==> src/rtl/fetch_unit_pkg.sv <==
// Shared constants for the instruction-fetch stage: XLEN, NOP encoding,
// default reset PC and word-alignment helpers.
package fetch_unit_pkg;
  localparam int unsigned XLEN = 32;

  localparam logic [XLEN-1:0] NOP              = 32'h0000_0013;
  localparam logic [XLEN-1:0] DEFAULT_RESET_PC = 32'h0000_0000;
  localparam logic [XLEN-1:0] WORD_ALIGN_MASK  = 32'hFFFF_FFFC;
  localparam logic [XLEN-1:0] INSTR_BYTES      = 32'd4;
endpackage

==> src/rtl/fetch_unit_if_id_reg.sv <==
// IF/ID pipeline register: valid/ready handshake with a flush that
// overrides loading. The upstream side always has a word to offer.
module if_id_reg
  import fetch_unit_pkg::*;
(
  input  logic        clk,
  input  logic        rst,
  input  logic        flush,
  input  logic        ready,
  input  logic [31:0] d_pc,
  input  logic [31:0] d_pc_plus4,
  input  logic [31:0] d_instr,
  input  logic        d_fault,
  output logic        adv,
  output logic        valid,
  output logic [31:0] pc,
  output logic [31:0] pc_plus4,
  output logic [31:0] instr,
  output logic        fault
);

  assign adv = !valid || ready;

  // Flush only clears valid; the payload is left as-is since nothing reads it.
  always_ff @(posedge clk) begin
    if (rst) begin
      valid    <= 1'b0;
      pc       <= '0;
      pc_plus4 <= '0;
      instr    <= NOP;
      fault    <= 1'b0;
    end else if (flush) begin
      valid <= 1'b0;
    end else if (adv) begin
      valid    <= 1'b1;
      pc       <= d_pc;
      pc_plus4 <= d_pc_plus4;
      instr    <= d_instr;
      fault    <= d_fault;
    end
  end

endmodule

==> src/rtl/fetch_unit.sv <==
// Instruction-fetch stage: owns the PC, drives the instruction memory
// address and feeds decode through the IF/ID register.
module fetch_unit
  import fetch_unit_pkg::*;
#(
  parameter logic [31:0] RESET_PC   = DEFAULT_RESET_PC,
  parameter int unsigned IMEM_BYTES = 65536
) (
  input  logic        clk,
  input  logic        rst,
  output logic [31:0] imem_addr,
  input  logic [31:0] imem_instr,
  input  logic        redirect_valid,
  input  logic [31:0] redirect_pc,
  input  logic        id_ready,
  output logic        id_valid,
  output logic [31:0] id_pc,
  output logic [31:0] id_pc_plus4,
  output logic [31:0] id_instr,
  output logic        id_fault,
  output logic [31:0] fetch_count
);

  localparam logic [32:0] IMEM_LIMIT = 33'(IMEM_BYTES);

  logic [31:0] pc;
  logic [31:0] pc_next4;
  logic        pc_fault;
  logic [31:0] fetch_word;
  logic        adv;

  assign imem_addr  = pc;
  assign pc_next4   = pc + INSTR_BYTES;
  // 33-bit compare so an IMEM_BYTES near 2^32 cannot overflow.
  assign pc_fault   = ({1'b0, pc} >= IMEM_LIMIT);
  assign fetch_word = pc_fault ? NOP : imem_instr;

  if_id_reg u_if_id (
    .clk        (clk),
    .rst        (rst),
    .flush      (redirect_valid),
    .ready      (id_ready),
    .d_pc       (pc),
    .d_pc_plus4 (pc_next4),
    .d_instr    (fetch_word),
    .d_fault    (pc_fault),
    .adv        (adv),
    .valid      (id_valid),
    .pc         (id_pc),
    .pc_plus4   (id_pc_plus4),
    .instr      (id_instr),
    .fault      (id_fault)
  );

  always_ff @(posedge clk) begin
    if (rst) begin
      pc <= RESET_PC;
    end else if (redirect_valid) begin
      pc <= redirect_pc & WORD_ALIGN_MASK;
    end else if (adv) begin
      pc <= pc_next4;
    end
  end

  // An entry flushed by a redirect is discarded, never counted as accepted.
  always_ff @(posedge clk) begin
    if (rst) begin
      fetch_count <= '0;
    end else if (id_valid && id_ready && !redirect_valid) begin
      fetch_count <= fetch_count + 32'd1;
    end
  end

endmodule

==> config.mk <==
export PLATFORM = sky130hd
export DESIGN_NAME = fetch_unit
export DESIGN_NICKNAME = d
export VERILOG_FILES = /design/src/rtl/fetch_unit_pkg.sv /design/src/rtl/fetch_unit_if_id_reg.sv /design/src/rtl/fetch_unit.sv
export SDC_FILE = /design/constraint.sdc
export NUM_CORES = 1
export LEC_CHECK = 0
export CAP_MARGIN = 15
export CORE_MARGIN = 8
export CORE_UTILIZATION = 44
export DETAILED_ROUTE_END_ITERATION = 8
export GPL_TIMING_DRIVEN = 0
export PLACE_DENSITY = 0.87
export SYNTH_ARGS = -nofsm -noshare
export SYNTH_HDL_FRONTEND = slang
export SYNTH_HIERARCHICAL = 1
export SYNTH_SLANG_ARGS = --single-unit
==> constraint.sdc <==
create_clock -name clk -period 2.17 [get_ports clk]
set_input_delay 0.3255 -clock clk [delete_from_list [all_inputs] [get_ports clk]]
set_output_delay 0.3255 -clock clk [all_outputs]
set_load 0.02 [all_outputs]
Yosys cells after proc, flatten, opt, wreduce, memory -nomap -nowiden --
Index checks and enable logic that the tools add are counted. W data, S select, Z words.
Cells by class: $add $sub $neg 2, multipliers 0, div/mod/pow operators 0, order comparisons 1, eq/ne operators 0, shift operators 0, muxes and demuxes 3, bitwise operators 1, reduce and logical (&&, ||, !) cells 8
Operators with widths (number):
- $mux W32 | 3
- $add A32 B1 Y32 const B | 1
- $add A32 B3 Y32 const B | 1
- $ge A32 B17 Y1 const B | 1
- $logic_and A1 B1 Y1 | 2
- $logic_not A1 Y1 | 2
- $reduce_and A2 Y1 | 1
- $reduce_bool A2 Y1 | 1
- $reduce_or A2 Y1 | 1
- $logic_or A1 B1 Y1 | 1
- $not A1 Y1 | 1
Storage, ports and cells: register bits 162, bits in latches 0, memory bits (writable) 0, ROM bits 0, memories kept 0

Logic depth before layout (Yosys ltp) --
Gate-level depths: netlist of run 1.
depth after elaboration 4, mapped depth 8, depth with buffers taken out 7

Modules after synthesis --
Netlist of run 1, hierarchy kept.
By module, submodules not included:
- if_id_reg | instances 1, cells an instance 424, area each 4342.9 um2, seq. area each 1961.9 um2
- fetch_unit | instances 1, cells an instance 522, area each 4025.1 um2, seq. area each 1241.2 um2

Worst setup path after synthesis of run 1 --
Ideal clock, no wire load.
path kind register -> register, start register pc[2], in the netlist imem_addr[2], end register pc[22], in the netlist imem_addr[22], library setup time 0.091 ns, arrival 2.184 ns, required time 2.079 ns, path slack -0.104 ns, stages on the path, launching flop included 7, buffers on the path 1, period minus slack after synthesis 2.274 ns, cells stage by stage dfxtp_1 > ha_1 > nand4_1 > or3_1 > buf_2 > or4_1 > a311oi_1
Between the ends: cells in the longest elaborated chain, start to end 3
RTL lines:
- start: declaration | line fetch_unit.sv:26 | logic [31:0] pc;
- start signal: assignment | line fetch_unit.sv:59 | pc <= redirect_pc & WORD_ALIGN_MASK;
- start signal: assignment | line fetch_unit.sv:61 | pc <= pc_next4;
- $add A32 B3 Y32 | line fetch_unit.sv:33 | assign pc_next4 = pc + INSTR_BYTES;
- $mux W32 | line fetch_unit.sv:60 | end else if (adv) begin
- $mux W32 | line fetch_unit.sv:58 | end else if (redirect_valid) begin
Every way passes these cells. The select of a mux whose other input is x is not followed. A chain may end at the register's enable or synchronous reset.

Worst setup path in the final report of run 1 --
start register pc[13], in the netlist imem_addr[13], end register pc[19], in the netlist imem_addr[19]
The elaborated chain is that of the path after synthesis.

==> results of run 1 <==
critical path: stages, from the launching register on:
cell      delay, ns
dfxtp_1        0.51
nand4_4        0.19
or4_1          0.54
buf_2          0.18
or3_1          0.32
a311oi_1       0.28
timing repair:
item / in CTS / in global routing
setup buffers: 4 / 11
resized for setup: 20 / 38
endpoints found under the setup margin: 33 / 67
hold endpoints to repair: 0 / 0
pin swaps: 5 / 5
cell type report:
class / count / area (um^2)
antenna: 1 / 2.50
sequential: 160 / 3230
clock inverter: 10 / 87.6
buffer: 68 / 374
fill: 1523 / 6930
inverter: 15 / 56.3
clock buffer: 22 / 464
timing repair buffer: 240 / 2370
tap: 234 / 293
multi-input combinational: 702 / 4900
flip-flops by register name, summed over array words and instances (netlist names):
name	cells
u_if_id/pc	32
fetch_count	32
u_if_id/fault	1
u_if_id/instr	32
imem_addr	30
u_if_id/pc_plus4	32
u_if_id/valid	1
per-stage QoR:
step / instances / utilization / hold slack [ns] / TNS [ns] / cell area [um^2]
6_report: 1452 / 0.629 / 0.439 / 0 / 11800
5_1_grt: 1452 / 0.629 / 0.472 / -0.0371 / 11800
4_1_cts: 1446 / 0.620 / 0.458 / -0.00765 / 11600
3_5_place_dp: 1410 / 0.585 / 0.461 / -31.91 / 10900
3_3_place_gp: 1410 / 0.585 / 0.458 / -27.50 / 10900
2_1_floorplan: 951 / - / 0.398 / 0 / 8390
layout by cell type (no fill, tap or decap), types with 5 or more instances in the layout:
cell             synthesis  layout
nand4_1                 23      23
a311oi_1                11      11
xnor2_1                 32      32
o21ai_0                 14      14
inv_1                   15      15
a211oi_1                 7       7
buf_4                    7      23
and2_1                  31      31
or4_1                   24      22
a21oi_1                 22      22
clkdlybuf4s50_1          0     223
nand2_1                 37      37
clkbuf_16                0      17
clkinv_2                 0       5
nand3_1                 23      22
dfxtp_1                160     145
nand2b_1               192     192
or3_1                   13      12
clkbuf_1                47      40
nor3_1                  10       8
o31ai_1                 20      20
conb_1                   1       6
mux2i_1                 98      98
buf_2                   13       8
nor2_1                  55      55
dfxtp_2                  0      12
buf_6                    5      10
and4_1                   8       7
xor2_1                  19      19
nor4_1                  20      14
routing by layer:
metal  part of all wire  GRT usage  vias to the layer above
met4              0.029     0.0784                        2
li1                   -          -                     3783
met1               0.40      0.262                     3804
met2               0.47      0.371                      364
met3              0.093     0.0726                       57
met5            0.00047          0                        -
path summary, 6_finish.rpt:
kind	from	to
min	id_ready	fetch_count[2]$_SDFFE_PP0P_
max	imem_addr[13]$_SDFFE_PP0P_	imem_addr[19]$_SDFFE_PP0P_
min reg2reg	u_if_id/instr[5]$_SDFFE_PP0P_	u_if_id/instr[5]$_SDFFE_PP0P_
max reg2reg	imem_addr[13]$_SDFFE_PP0P_	imem_addr[19]$_SDFFE_PP0P_
kinds of logic after synthesis:
logic type      count (synthesis)  share of synthesized area
compound gates                 88                     0.0707
other cells                     1                   0.000448
simple gates                  455                      0.320
fa+ha+maj                       3                    0.00449
xor+xnor                       51                     0.0534
buf+inv                        89                     0.0495
mux                            99                      0.119
flops                         160                      0.383
report_power, final:
group,switching [uW],leakage (uW),internal [uW]
clock network,1230,0.000270,1630
logic,533,0.00265,524
registers,130,0.00131,3040
total,1890,0.00423,5200
==> impl_metrics.csv, run 1 <==
group,metric,value,unit
critical_path,startpoint_type,"register",
timing,max_slew_margin,0.519,
global_routing,grt-ovfl-total,0,
critical_path,cp_data_required_time,2.50,ns
die,core,18700,um^2
layout,fin_nets,1275,
clocking,clock_latency,0.43,ns
clocking,clock_path_buffers,2,
global_routing,grt_usage,0.222,
synthesis,synth-seq-cells,160,
power_and_ir_drop,max-vdd-ir-drop,563,uV
synthesis,synthTopCellsByCount,"nand2b_1, dfxtp_1, mux2i_1",
clocking,holdBufCountCts,0,
placed_design,dp_slack,-0.743,ns
timing,setup_violations,0,
clocking,cts_root_buf,"clkbuf_16",
power_and_ir_drop,power_density,602,nW/um^2
timing,period_minus_slack,2.12,ns
die,boundaryPins,230,
synthesis,synth.area.top_cells,"dfxtp_1, nand2b_1, mux2i_1, xnor2_1, nor2_1",
global_routing,grt_start_max_net_pins,17,
die,die-area,23700,um^2
synthesis,netlist.top_cell.by_area,"dfxtp_1",
synthesis,synth_edf_count,0,
critical_path,path_max_fanout,9,
critical_path,worst_setup_path_end_kind,"register",
synthesis,avgSynthCellArea,8.85,um^2
timing,clock.fmax,471,MHz
critical_path,critPathKind,"reg -> reg",
global_routing,antenna_found_initial,2,
route,postRouteAntennaNets,0,
synthesis,synth_cell_types,48,
clocking,clk_pin_slew,0.06,ns
hold_path,holdPathStages,4,
synthesis,yosysTopAreaCellShare,0.383,
power_and_ir_drop,total_power,7090,uW
placed_design,port_buffers,225,
clocking,numClockSinks,160,
die,start_util,0.447,
timing,timing.final.ws_setup,0.0457,ns
synthesis,ys.warnings.count,6,
route,vias_per_cell,5.52,
critical_path,r2r_slack,0.05,ns
timing,hold_viol_final,0,
synthesis,synth_area,8370,um^2
critical_path,r2r_cells,5,
die,dieWidth,154,um
run,maxCapViolCount,0,
die,dieHeight,154,um
synthesis,syn_inst,946,
global_routing,grt_pass1_vias,7658,
placed_design,dp_hpwl,19900,um
timing,tightest_slew,0.714,ns
run_status,status,"finished clean",
route,wirelength,27800,um
clocking,cts_tree,"built",
die,rows,50,
timing,min_period_over_period,0.979,
synthesis,synth_most_common_cell,"nand2b_1",
clocking,cts_buffers,17,
layout,drive_gt1_frac,0.0920,
synthesis,yosysSeqAreaShare,0.383,
clocking,h-tree-depth,4,
timing,slew_violations,0,
power_and_ir_drop,power_leakage,0.00423,uW
critical_path,cp.arrival,2.45,ns
placed_design,gp_congestion,0.915,
hold_path,hold_path_class,"in -> reg",
route,wl_per_cell,19.1,um
synthesis,ys_async_sr_fraction,0,
synthesis,synth_ff_type,"dfxtp_1",
route,firstDrtPassIters,7,
layout,area_growth,40.7,%
route,vias,8010,
global_routing,grt_pass1_wl,42000,um
timing,skew,0.00851,ns
route,drc_errors,0,
route,drt_iter0_drc,593,
(Power assumes the default switching activity.)
==> run 2, diff against run 1 <==
--- a/config.mk
+++ b/config.mk
@@ -5,7 +5,7 @@
 export SDC_FILE = /design/constraint.sdc
 export NUM_CORES = 1
 export LEC_CHECK = 0
-export CAP_MARGIN = 15
+export CAP_MARGIN = 20
 export CORE_MARGIN = 8
 export CORE_UTILIZATION = 44
 export DETAILED_ROUTE_END_ITERATION = 8
==> results of run 2 <==
The final DEF is identical to that of run 1; final timing and power are the same.
